**src/rtl/sram_port_arbiter_pkg.sv**
```systemverilog
// Shared state encoding and default widths for the two-port SRAM arbiter.
package sram_port_arbiter_pkg;

  localparam int ADDR_W_DEF = 32;
  localparam int DATA_W_DEF = 32;

  typedef enum logic [1:0] {
    IDLE = 2'd0,
    GNT0 = 2'd1,
    GNT1 = 2'd2,
    TURN = 2'd3
  } arb_state_e;

endpackage

```
**src/rtl/sram_port_arbiter_arb_pick2.sv**
```systemverilog
// Combinational two-way winner select. ARB_ROUND_ROBIN_EN: ties go to the
// pointed port; otherwise port 0 always wins a tie and no pointer input exists.
module arb_pick2 (
  input  logic [1:0] req,
`ifdef ARB_ROUND_ROBIN_EN
  input  logic       ptr,
`endif
  output logic       valid,
  output logic       winner
);

  always_comb begin
    valid = |req;
`ifdef ARB_ROUND_ROBIN_EN
    winner = (req == 2'b11) ? ptr : req[1];
`else
    winner = req[1] & ~req[0];
`endif
  end

endmodule

```
**src/rtl/sram_port_arbiter.sv**
```systemverilog
// Two-requester arbiter in front of one SRAM controller handshake, with locked
// bursts. Macro ARB_ROUND_ROBIN_EN selects round-robin instead of fixed priority.
module sram_port_arbiter
  import sram_port_arbiter_pkg::*;
#(
  parameter int ADDR_W = ADDR_W_DEF,
  parameter int DATA_W = DATA_W_DEF
) (
  input  logic              clk,
  input  logic              rst_n,
  input  logic              p0_read,
  input  logic              p0_write,
  input  logic              p0_lock,
  input  logic [ADDR_W-1:0] p0_address,
  input  logic [DATA_W-1:0] p0_wdata,
  output logic [DATA_W-1:0] p0_rdata,
  output logic              p0_ready,
  input  logic              p1_read,
  input  logic              p1_write,
  input  logic              p1_lock,
  input  logic [ADDR_W-1:0] p1_address,
  input  logic [DATA_W-1:0] p1_wdata,
  output logic [DATA_W-1:0] p1_rdata,
  output logic              p1_ready,
  output logic              sram_read,
  output logic              sram_write,
  output logic [ADDR_W-1:0] sram_address,
  output logic [DATA_W-1:0] sram_wdata,
  input  logic [DATA_W-1:0] sram_rdata,
  input  logic              sram_ready
);

  arb_state_e state_q, state_d;
  logic       req0, req1;
  logic       pick_valid, pick_winner;
  logic       gnt0, gnt1;

  assign req0 = p0_read | p0_write;
  assign req1 = p1_read | p1_write;

`ifdef ARB_ROUND_ROBIN_EN
  logic ptr_q, ptr_d;

  // Point away from whichever port just released the bus through TURN.
  always_comb begin
    ptr_d = ptr_q;
    if (state_q == GNT0 && req0 && sram_ready && !p0_lock) ptr_d = 1'b1;
    if (state_q == GNT1 && req1 && sram_ready && !p1_lock) ptr_d = 1'b0;
  end

  always_ff @(posedge clk or negedge rst_n) begin
    if (!rst_n) ptr_q <= 1'b0;
    else        ptr_q <= ptr_d;
  end
`endif

  arb_pick2 u_pick (
    .req    ({req1, req0}),
`ifdef ARB_ROUND_ROBIN_EN
    .ptr    (ptr_q),
`endif
    .valid  (pick_valid),
    .winner (pick_winner)
  );

  always_comb begin
    state_d = state_q;
    case (state_q)
      IDLE: if (pick_valid) state_d = pick_winner ? GNT1 : GNT0;
      GNT0: begin
        if (!req0)           state_d = IDLE;
        else if (sram_ready) state_d = p0_lock ? GNT0 : TURN;
      end
      GNT1: begin
        if (!req1)           state_d = IDLE;
        else if (sram_ready) state_d = p1_lock ? GNT1 : TURN;
      end
      TURN:    state_d = IDLE;
      default: state_d = IDLE;
    endcase
  end

  always_ff @(posedge clk or negedge rst_n) begin
    if (!rst_n) state_q <= IDLE;
    else        state_q <= state_d;
  end

  assign gnt0 = (state_q == GNT0);
  assign gnt1 = (state_q == GNT1);

  // Outputs decode only from state, so an async reset drops strobes at once.
  always_comb begin
    sram_read    = 1'b0;
    sram_write   = 1'b0;
    sram_address = '0;
    sram_wdata   = '0;
    if (gnt0) begin
      sram_write   = p0_write;
      sram_read    = p0_read & ~p0_write;
      sram_address = p0_address;
      sram_wdata   = p0_wdata;
    end else if (gnt1) begin
      sram_write   = p1_write;
      sram_read    = p1_read & ~p1_write;
      sram_address = p1_address;
      sram_wdata   = p1_wdata;
    end
  end

  assign p0_ready = gnt0 & req0 & sram_ready;
  assign p1_ready = gnt1 & req1 & sram_ready;
  assign p0_rdata = gnt0 ? sram_rdata : '0;
  assign p1_rdata = gnt1 ? sram_rdata : '0;

endmodule

```
**config.mk**
```make
export PLATFORM = sky130hd
export DESIGN_NAME = sram_port_arbiter
export DESIGN_NICKNAME = d
export VERILOG_FILES = /design/src/rtl/sram_port_arbiter_pkg.sv /design/src/rtl/sram_port_arbiter_arb_pick2.sv /design/src/rtl/sram_port_arbiter.sv
export SDC_FILE = /design/constraint.sdc
export NUM_CORES = 1
export LEC_CHECK = 0
export ABC_AREA = 1
export BUFFER_PORTS_ARGS = -buffer_cell sky130_fd_sc_hd__buf_2
export CAP_MARGIN = 15
export CORE_AREA = 2 2 118 120
export DETAILED_ROUTE_END_ITERATION = 6
export DIE_AREA = 0 0 120 122
export SLEW_MARGIN = 10
export SYNTH_ARGS = -nofsm -noshare
export SYNTH_HDL_FRONTEND = slang
export SYNTH_SLANG_ARGS = --single-unit
```
**constraint.sdc**
```tcl
create_clock -name clk -period 3.5 [get_ports clk]
set_clock_uncertainty 0.05 [all_clocks]
set_input_delay 0.35 -clock clk [delete_from_list [all_inputs] [get_ports clk]]
set_output_delay 0.35 -clock clk [all_outputs]
set_load 0.01 [all_outputs]
```
; Word level (Yosys, flattened, before mapping)
; Index checks and enable logic that the tools add are counted.
[totals]
regBits = 2
output_inout_bits = 132
rom_bits = 0
mem_bits_rw = 0
inputBits = 169
latch_bits = 0
mem_count = 0
word_cells = 41
[op_classes]
muxes = 19
multipliers = 0
shifts = 0
addsub = 0
n_div = 0
bitwise_logic = 12
n_lt_le_gt_ge = 0
n_eq_ne = 6
reduce_logical = 3
[ops]
columns = op, count
row1 = 2-to-1 mux 32 bit, 6
row2 = 2-to-1 mux 2 bit, 7
row3 = one-hot mux 2 bit (4 select lines), 1
row4 = bitwise AND 1 bit, 7
row5 = "inequality test 3 bit, second input constant", 2
row6 = 2-to-1 mux 1 bit, 5
row7 = "== test 2 bit, second input constant", 2
row8 = NOT 1 bit, 3
row9 = AND reduction 3 bit, 1
row10 = "== test 2 x 1 -> 1 bit, second input constant", 1
row11 = zero test 2 bit, 1
row12 = "inequality test 2 bit, second input constant", 1
row13 = OR 1 bit, 2
row14 = OR reduction 2 bit, 1

; Logic depth before layout (Yosys ltp)
; Gate-level depths: netlist of run 1.
[logic_depth]
ltp_word = 6
ltp_mapped = 8
mapped_depth_nobuf = 7

; Cells and area by module
; A second synthesis of run 1 with hierarchy kept.
[unflattened]
cells_unflattened = 226
area_unflattened_um2 = 1287.5
[modules_own_cells]
columns = mod, area_per_inst_um2, n_inst, seq_area_each_um2, cells_each
row1 = sram_port_arbiter, 1272.5, 1, 50.0, 222
row2 = arb_pick2, 15.0, 1, 0.0, 4

; Least setup slack after synthesis of run 1
; OpenSTA, ideal clock, no wires.
[synth_path]
path_kind = register -> output
from = register state_q[0]
to = output port sram_read
n_path_buf = 1
arrival_time_ns = 1.125
path_stages_with_launch = 6
slack_ns = 1.975
required_time_ns = 3.100
path_cell_list = dfrtp_1 inv_2 nor2_4 buf_2 nand2_1 o21ai_0
[synth_via]
elab_chain_len = 3
elab_cells_between_ends = 4
cone_classes = 2 x eq/ne / 2 x mux
[synth_rtl]
columns = item, line_no
row1 = start: declaration, sram_port_arbiter.sv:33  ; arb_state_e state_q, state_d;
row2 = start signal: assignment, sram_port_arbiter.sv:85  ; else state_q <= state_d;
row3 = == test 2 bit, sram_port_arbiter.sv:89  ; assign gnt1 = (state_q == GNT1);
row4 = 2-to-1 mux 1 bit, sram_port_arbiter.sv:102  ; end else if (gnt1) begin
row5 = 2-to-1 mux 1 bit (*), sram_port_arbiter.sv:97  ; if (gnt0) begin
row6 = end: declaration, sram_port_arbiter.sv:25  ; output logic sram_read,
; Every way passes the cells marked *; elsewhere a longest branch is shown, timed or not.

; Worst setup path in the final report of run 1
[layout_path]
from = register state_q[0]
to = output port p0_ready
[layout_via]
elab_chain_len = 3
[layout_rtl]
columns = item, line_no
row1 = == test 2 x 1 -> 1 bit, sram_port_arbiter.sv:88  ; assign gnt0 = (state_q == GNT0);
row2 = bitwise AND 1 bit (2 in a row), sram_port_arbiter.sv:110  ; assign p0_ready = gnt0 & req0 & sram_ready;
row3 = end: declaration, sram_port_arbiter.sv:17  ; output logic p0_ready,
; No other way between the ends.

==> flow_metrics.tcl, run 1 <==
set metrics [dict create \
    status "finished clean" \
    grt_pass1_wl_mm 11.2 \
    ys_types 15 \
    fin_crit_ns 2.47 \
    postCtsSetupRepairBufs 0 \
    yosysTopAreaCell "a22o_1" \
    ys_ff_latch 2 \
    arrival_ns 2.07 \
    r2r_cells 8 \
    cts_buffers 3 \
    start_util 0.0936 \
    first_iter_violations 104 \
    fp.coreArea_sq_um 13500 \
    drt-pass1-iter-count 5 \
    synth_top_area_share 0.444 \
    ant_nets 0 \
    rsz0062_at_grt "no" \
    gp_congestion 0.810 \
    cp-start-kind "flip-flop" \
    largest_reg_flops 2 \
    port_buffers 300 \
    drt_wl_total_mm 8.17 \
    worstPathMaxFanout 53 \
    synth.top_cells.by_area "a22o_1, nor2_1, inv_1" \
    dieArea_sq_um 14600 \
    cp-end-kind "primary output" \
    finalNetCount 679 \
    wire_per_inst_microns 11.9 \
    yosys_warnings 0 \
    worst_slew_pin_slew_ns 1.02 \
    yosysSeqAreaShare 0.0396 \
    syn-num-nets 391 \
    layout_commonest_cell "buf_2" \
    antenna_found_initial 0 \
    grt_pass1_vias 2326 \
    grt_usage 0.0981 \
    rows 43 \
    htree_num_levels 1 \
    drive_above_1_share 0.610 \
    nFillCells 1553 \
    fmax_ghz 0.406 \
    hold_viol_final 0 \
    period_share 0.704 \
    final_cell_mix "buf_2, nor2_1, a22o_1, inv_1, nand2_1" \
    r2r-start "state_q[0]$_DFFE_PN0P_" \
    dp_slack_ns 1.22 \
    crit_end "p0_ready" \
    netlist_area_sq_um 1260 \
    clock_latency_ns 0.22 \
    io-pin-count 301 \
    rrSetupSlack_ns 1.42 \
    drc 0 \
    hp-class "input port to flip-flop" \
    dpl.hpwl_mm 6.76 \
    reg2reg_to "state_q[0]$_DFFE_PN0P_" \
    maxSlewViolCount 0 \
    cts_tree "built" \
    area_growth_pct 136 \
    reg_top3 "state_q: 2 flops" \
    cp_slowest_stage_delay_ns 0.54 \
    top_register "state_q" \
    post_cts_resized 0 \
    power_mw 2.04 \
    cts_max_path_buffers 2 \
    synth.avg_cell_area_sq_um 5.69 \
    leakage_nw 2.04 \
    cts_sinks 2 \
    fin_ws_ns 1.03 \
    diodes 0 \
    path_cells "inv_2 -> nor2_4 -> buf_4 -> nand2_1 -> nor2_1 -> buf_2" \
    crit_slowest_cell "buf_4" \
    cap_violations 0 \
    num_vias 2653 \
    slew-limit-headroom 0.321 \
    tns_ns 0 \
    crit_path_start "state_q[0]$_DFFE_PN0P_" \
    grt_max_degree 69 \
    die_y_microns 122 \
    gr-total-overflow 0 \
    powerDensity_nw_per_um2 686 \
    clk_pin_slew_worst_paths_ns 0.03 \
    setup_viol 0 \
    critical_path_required_ns 3.10 \
    clock-root-buffer "clkbuf_16" \
    via_per_inst 3.86 \
    path_class "flip-flop to primary output" \
    hp-start "sram_ready" \
    vdd_drop_max_v 0.000188 \
    die_x_microns 120 \
    syn_inst 222 \
]
[cell families after synthesis]
family	Yosys count	share of synthesized area
flops	2	0.0396
compound gates	67	0.455
buf+inv	61	0.211
simple gates	92	0.294
[timing repair]
item                                   CTS  global route
setup endpoints to repair                0             0
endpoints found under the hold margin    2             0
hold buffers                             1             0
[layer usage]
metal	GRT usage	share of wire
met1	0.112	0.40
met2	0.184	0.49
met3	0.0178	0.091
met4	0.0316	0.018
met5	0	0
[worst max-delay path: cells and delay by family (launching register included)]
kind,cells,cell delay [ns]
buf+inv,3,0.75
flops,1,0.41
simple gates,3,0.64
[final cells by class]
class,count,area (sq um),share of cell area
Clock buffer,3,75.1,0.0252
Timing Repair Buffer,303,1530,0.513
Multi-Input combinational cell,159,947,0.318
Inverter,41,154,0.0517
Tap cell,180,225,0.0756
Sequential cell,2,50.0,0.0168
[synthesized netlist by cell type, drive strengths merged]
cell	n
nor2	71
a22o	64
inv	41
buf	17
nand2	13
nand3	7
clkbuf	3
o21ai	3
dfrtp	2
nand4	1
[worst min path at each step]
stage	end	slack, ns	cells after the start
after global routing	state_q[1]$_DFFE_PN0P_	0.46	2
after CTS	state_q[1]$_DFFE_PN0P_	0.43	4
after floorplan	state_q[0]$_DFFE_PN0P_	0.004	0
after global placement	state_q[1]$_DFFE_PN0P_	0.09	1
final	state_q[1]$_DFFE_PN0P_	0.43	4
after detailed placement	state_q[1]$_DFFE_PN0P_	0.09	1
[where the power goes]
group	total [mW]	leakage (nW)	switching (mW)	internal, mW
registers	0.0520	0.0242	0.0164	0.0356
clock network	0.172	0.0370	0.0264	0.145
logic	1.82	1.98	1.06	0.764
[metrics by stage]
stage / utilization / cells / cell area, sq um / hold slack, ns
after detailed placement: 0.214 / 684 / 2890 / 0.0889
after floorplan: - / 222 / 1260 / 0.00441
after CTS: 0.221 / 688 / 2980 / 0.432
after global routing: 0.221 / 688 / 2980 / 0.459
final: 0.221 / 688 / 2980 / 0.431
after global placement: 0.214 / 684 / 2890 / 0.0889
Power figures use the tool's default switching activity.
==> run 2, diff against run 1 <==
--- a/config.mk
+++ b/config.mk
@@ -8,9 +8,9 @@
 export ABC_AREA = 1
 export BUFFER_PORTS_ARGS = -buffer_cell sky130_fd_sc_hd__buf_2
 export CAP_MARGIN = 15
-export CORE_AREA = 2 2 118 120
+export CORE_AREA = 2 2 116 118
 export DETAILED_ROUTE_END_ITERATION = 6
-export DIE_AREA = 0 0 120 122
+export DIE_AREA = 0 0 118 120
 export SLEW_MARGIN = 10
 export SYNTH_ARGS = -nofsm -noshare
 export SYNTH_HDL_FRONTEND = slang
==> constraint.sdc (replaced) <==
create_clock -name clk -period 2.31 [get_ports clk]
set_clock_uncertainty 0.05 [all_clocks]
set_input_delay 0.231 -clock clk [delete_from_list [all_inputs] [get_ports clk]]
set_output_delay 0.231 -clock clk [all_outputs]
set_load 0.01 [all_outputs]
==> run 2 against run 1 <==
Net effect: final cell count down 0.44%; die area down 3.3%; non-clock buffer count up 1; via count down 1.9%; core utilization up 1.0 points; first-iteration DRC count down 50%; clock power up 51%; final area up 0.50%; flip-flop and latch count unchanged; hold slack worse by 0.12 ns.
==> flow_metrics.tcl, run 2 (synthesized netlist as in run 1, its figures left out) <==
set metrics [dict create \
    status "finished clean" \
    port_buffers 300 \
    cp-start-kind "flip-flop" \
    gp_congestion 0.811 \
    period_share 0.902 \
    arrival_ns 1.80 \
    cts_tree "built" \
    fin_crit_ns 2.08 \
    worstPathMaxFanout 33 \
    leakage_nw 2.05 \
    setup_viol 0 \
    via_per_inst 3.80 \
    grt_pass1_vias 2333 \
    rows 42 \
    worst-path-buf-inv 3 \
    dieArea_sq_um 14200 \
    finalNetCount 680 \
    final_design_area_no_fill_sq_um 2990 \
    routed.top_layer "met4" \
    path_cells "inv_2 -> nor2_4 -> inv_1 -> o21ai_0 -> buf_2" \
    drt-pass1-iter-count 6 \
    instances_no_fill 685 \
    dpl-instance-area_sq_um 2910 \
    critical_path_required_ns 2.03 \
    drive_above_1_share 0.611 \
    gr-total-overflow 0 \
    tns_ns 0 \
    wire_per_inst_microns 11.3 \
    maxSlewViolCount 0 \
    clock-root-buffer "clkbuf_16" \
    largest_reg_flops 2 \
    die_x_microns 118 \
    drc 0 \
    powerDensity_nw_per_um2 1040 \
    drt_wl_total_mm 7.71 \
    path_class "flip-flop to primary output" \
    wl_met2_mm 3.74 \
    diodes 0 \
    cp_top_family "buffers and inverters" \
    cts_max_path_buffers 2 \
    nFillCells 1486 \
    die_y_microns 120 \
    ant_nets 0 \
    wl_met1_mm 3.23 \
    postCtsSetupRepairBufs 0 \
    multi_input_area_sq_um 947 \
    clk_pin_slew_worst_paths_ns 0.03 \
    htree_num_levels 1 \
    antenna_found_initial 0 \
    cts_sinks 2 \
    start_util 0.0974 \
    cp-end-kind "primary output" \
    cap_violations 0 \
    post-place-cells 681 \
    slew-limit-headroom 0.342 \
    cts_buffers 3 \
    reg_top3 "state_q: 2 flops" \
    rsz0062_at_grt "no" \
    vdd_drop_max_v 0.000438 \
    grt_max_degree 69 \
    clock_latency_ns 0.22 \
    area_growth_pct 137 \
    top_register "state_q" \
    worst_slew_pin_slew_ns 0.986 \
    dp_slack_ns 0.424 \
    first_iter_violations 52 \
    regArea_sq_um 50.0 \
    final_cell_mix "buf_2, nor2_1, a22o_1, inv_1, nand2_1" \
    fp.coreArea_sq_um 13000 \
    layout_commonest_cell "buf_2" \
    crit_slowest_cell "inv_1" \
    cp_slowest_stage_delay_ns 0.70 \
    hold_viol_final 0 \
    dpl.hpwl_mm 6.45 \
    fin_ws_ns 0.227 \
    io-pin-count 301 \
    holdWs_ns 0.308 \
    hp-class "input port to flip-flop" \
    fmax_ghz 0.480 \
    grt_pass1_wl_mm 11.3 \
    num_vias 2602 \
    grt_usage 0.0966 \
    wl_met3_microns 676 \
]
## run 2: cell count changes in the layout (fill, tap and decap cells not counted)
cell    delta
buf_12     +1
## run 2: area by class of cell
class,count,share of cell area
multi-input cells,159,0.316
repair buffers,304,0.517
well taps,176,0.0736
inverters,41,0.0514
clock buffers,3,0.0251
flip-flops and latches,2,0.0167
## run 2: timing repair
action / CTS / global route
hold buffers: 1 / 0
gates resized for setup: 0 / 0
hold endpoints to repair: 2 / 0
## run 2: power by group
| group | leakage [nW] | switching, mW | internal, mW |
|---|---|---|---|
| Sequential | 0.0242 | 0.0242 | 0.0540 |
| Combinational | 1.99 | 1.58 | 1.19 |
| Clock | 0.0370 | 0.0395 | 0.220 |
| Total | 2.05 | 1.65 | 1.47 |
## run 2: path summary, 6_finish.rpt
check / slack [ns] / end / depth (start not counted) / start
max: 0.23 / sram_write / 5 / state_q[1]$_DFFE_PN0P_
min: 0.31 / state_q[0]$_DFFE_PN0P_ / 4 / sram_ready
max reg2reg: 0.58 / state_q[1]$_DFFE_PN0P_ / 8 / state_q[1]$_DFFE_PN0P_
min reg2reg: 0.69 / state_q[0]$_DFFE_PN0P_ / 4 / state_q[1]$_DFFE_PN0P_
max in group asynchronous: 1.79 / state_q[1]$_DFFE_PN0P_ / 2 / rst_n
min in group asynchronous: 0.32 / state_q[0]$_DFFE_PN0P_ / 2 / rst_n
## run 2: metrics by stage
| step | power [mW] | util |
|---|---|---|
| 5_1_grt | 3.40 | 0.231 |
| 4_1_cts | 3.16 | 0.231 |
| 2_1_floorplan | 1.81 | - |
| 6_report | 3.11 | 0.231 |
| 3_3_place_gp | 2.90 | 0.224 |
| 3_5_place_dp | 2.88 | 0.224 |
## run 2: per-layer routing
| layer | track usage | vias to the layer above |
|---|---|---|
| met5 | 0 | - |
| met4 | 0.0188 | 0 |
| met3 | 0.0166 | 4 |
| met2 | 0.181 | 173 |
| met1 | 0.116 | 1102 |
| li1 | - | 1323 |
## run 2: worst min-delay path, stage by stage
cell	delay, ns
buf_2	0.08
inv_1	0.08
nand3_1	0.10
nand2_1	0.05
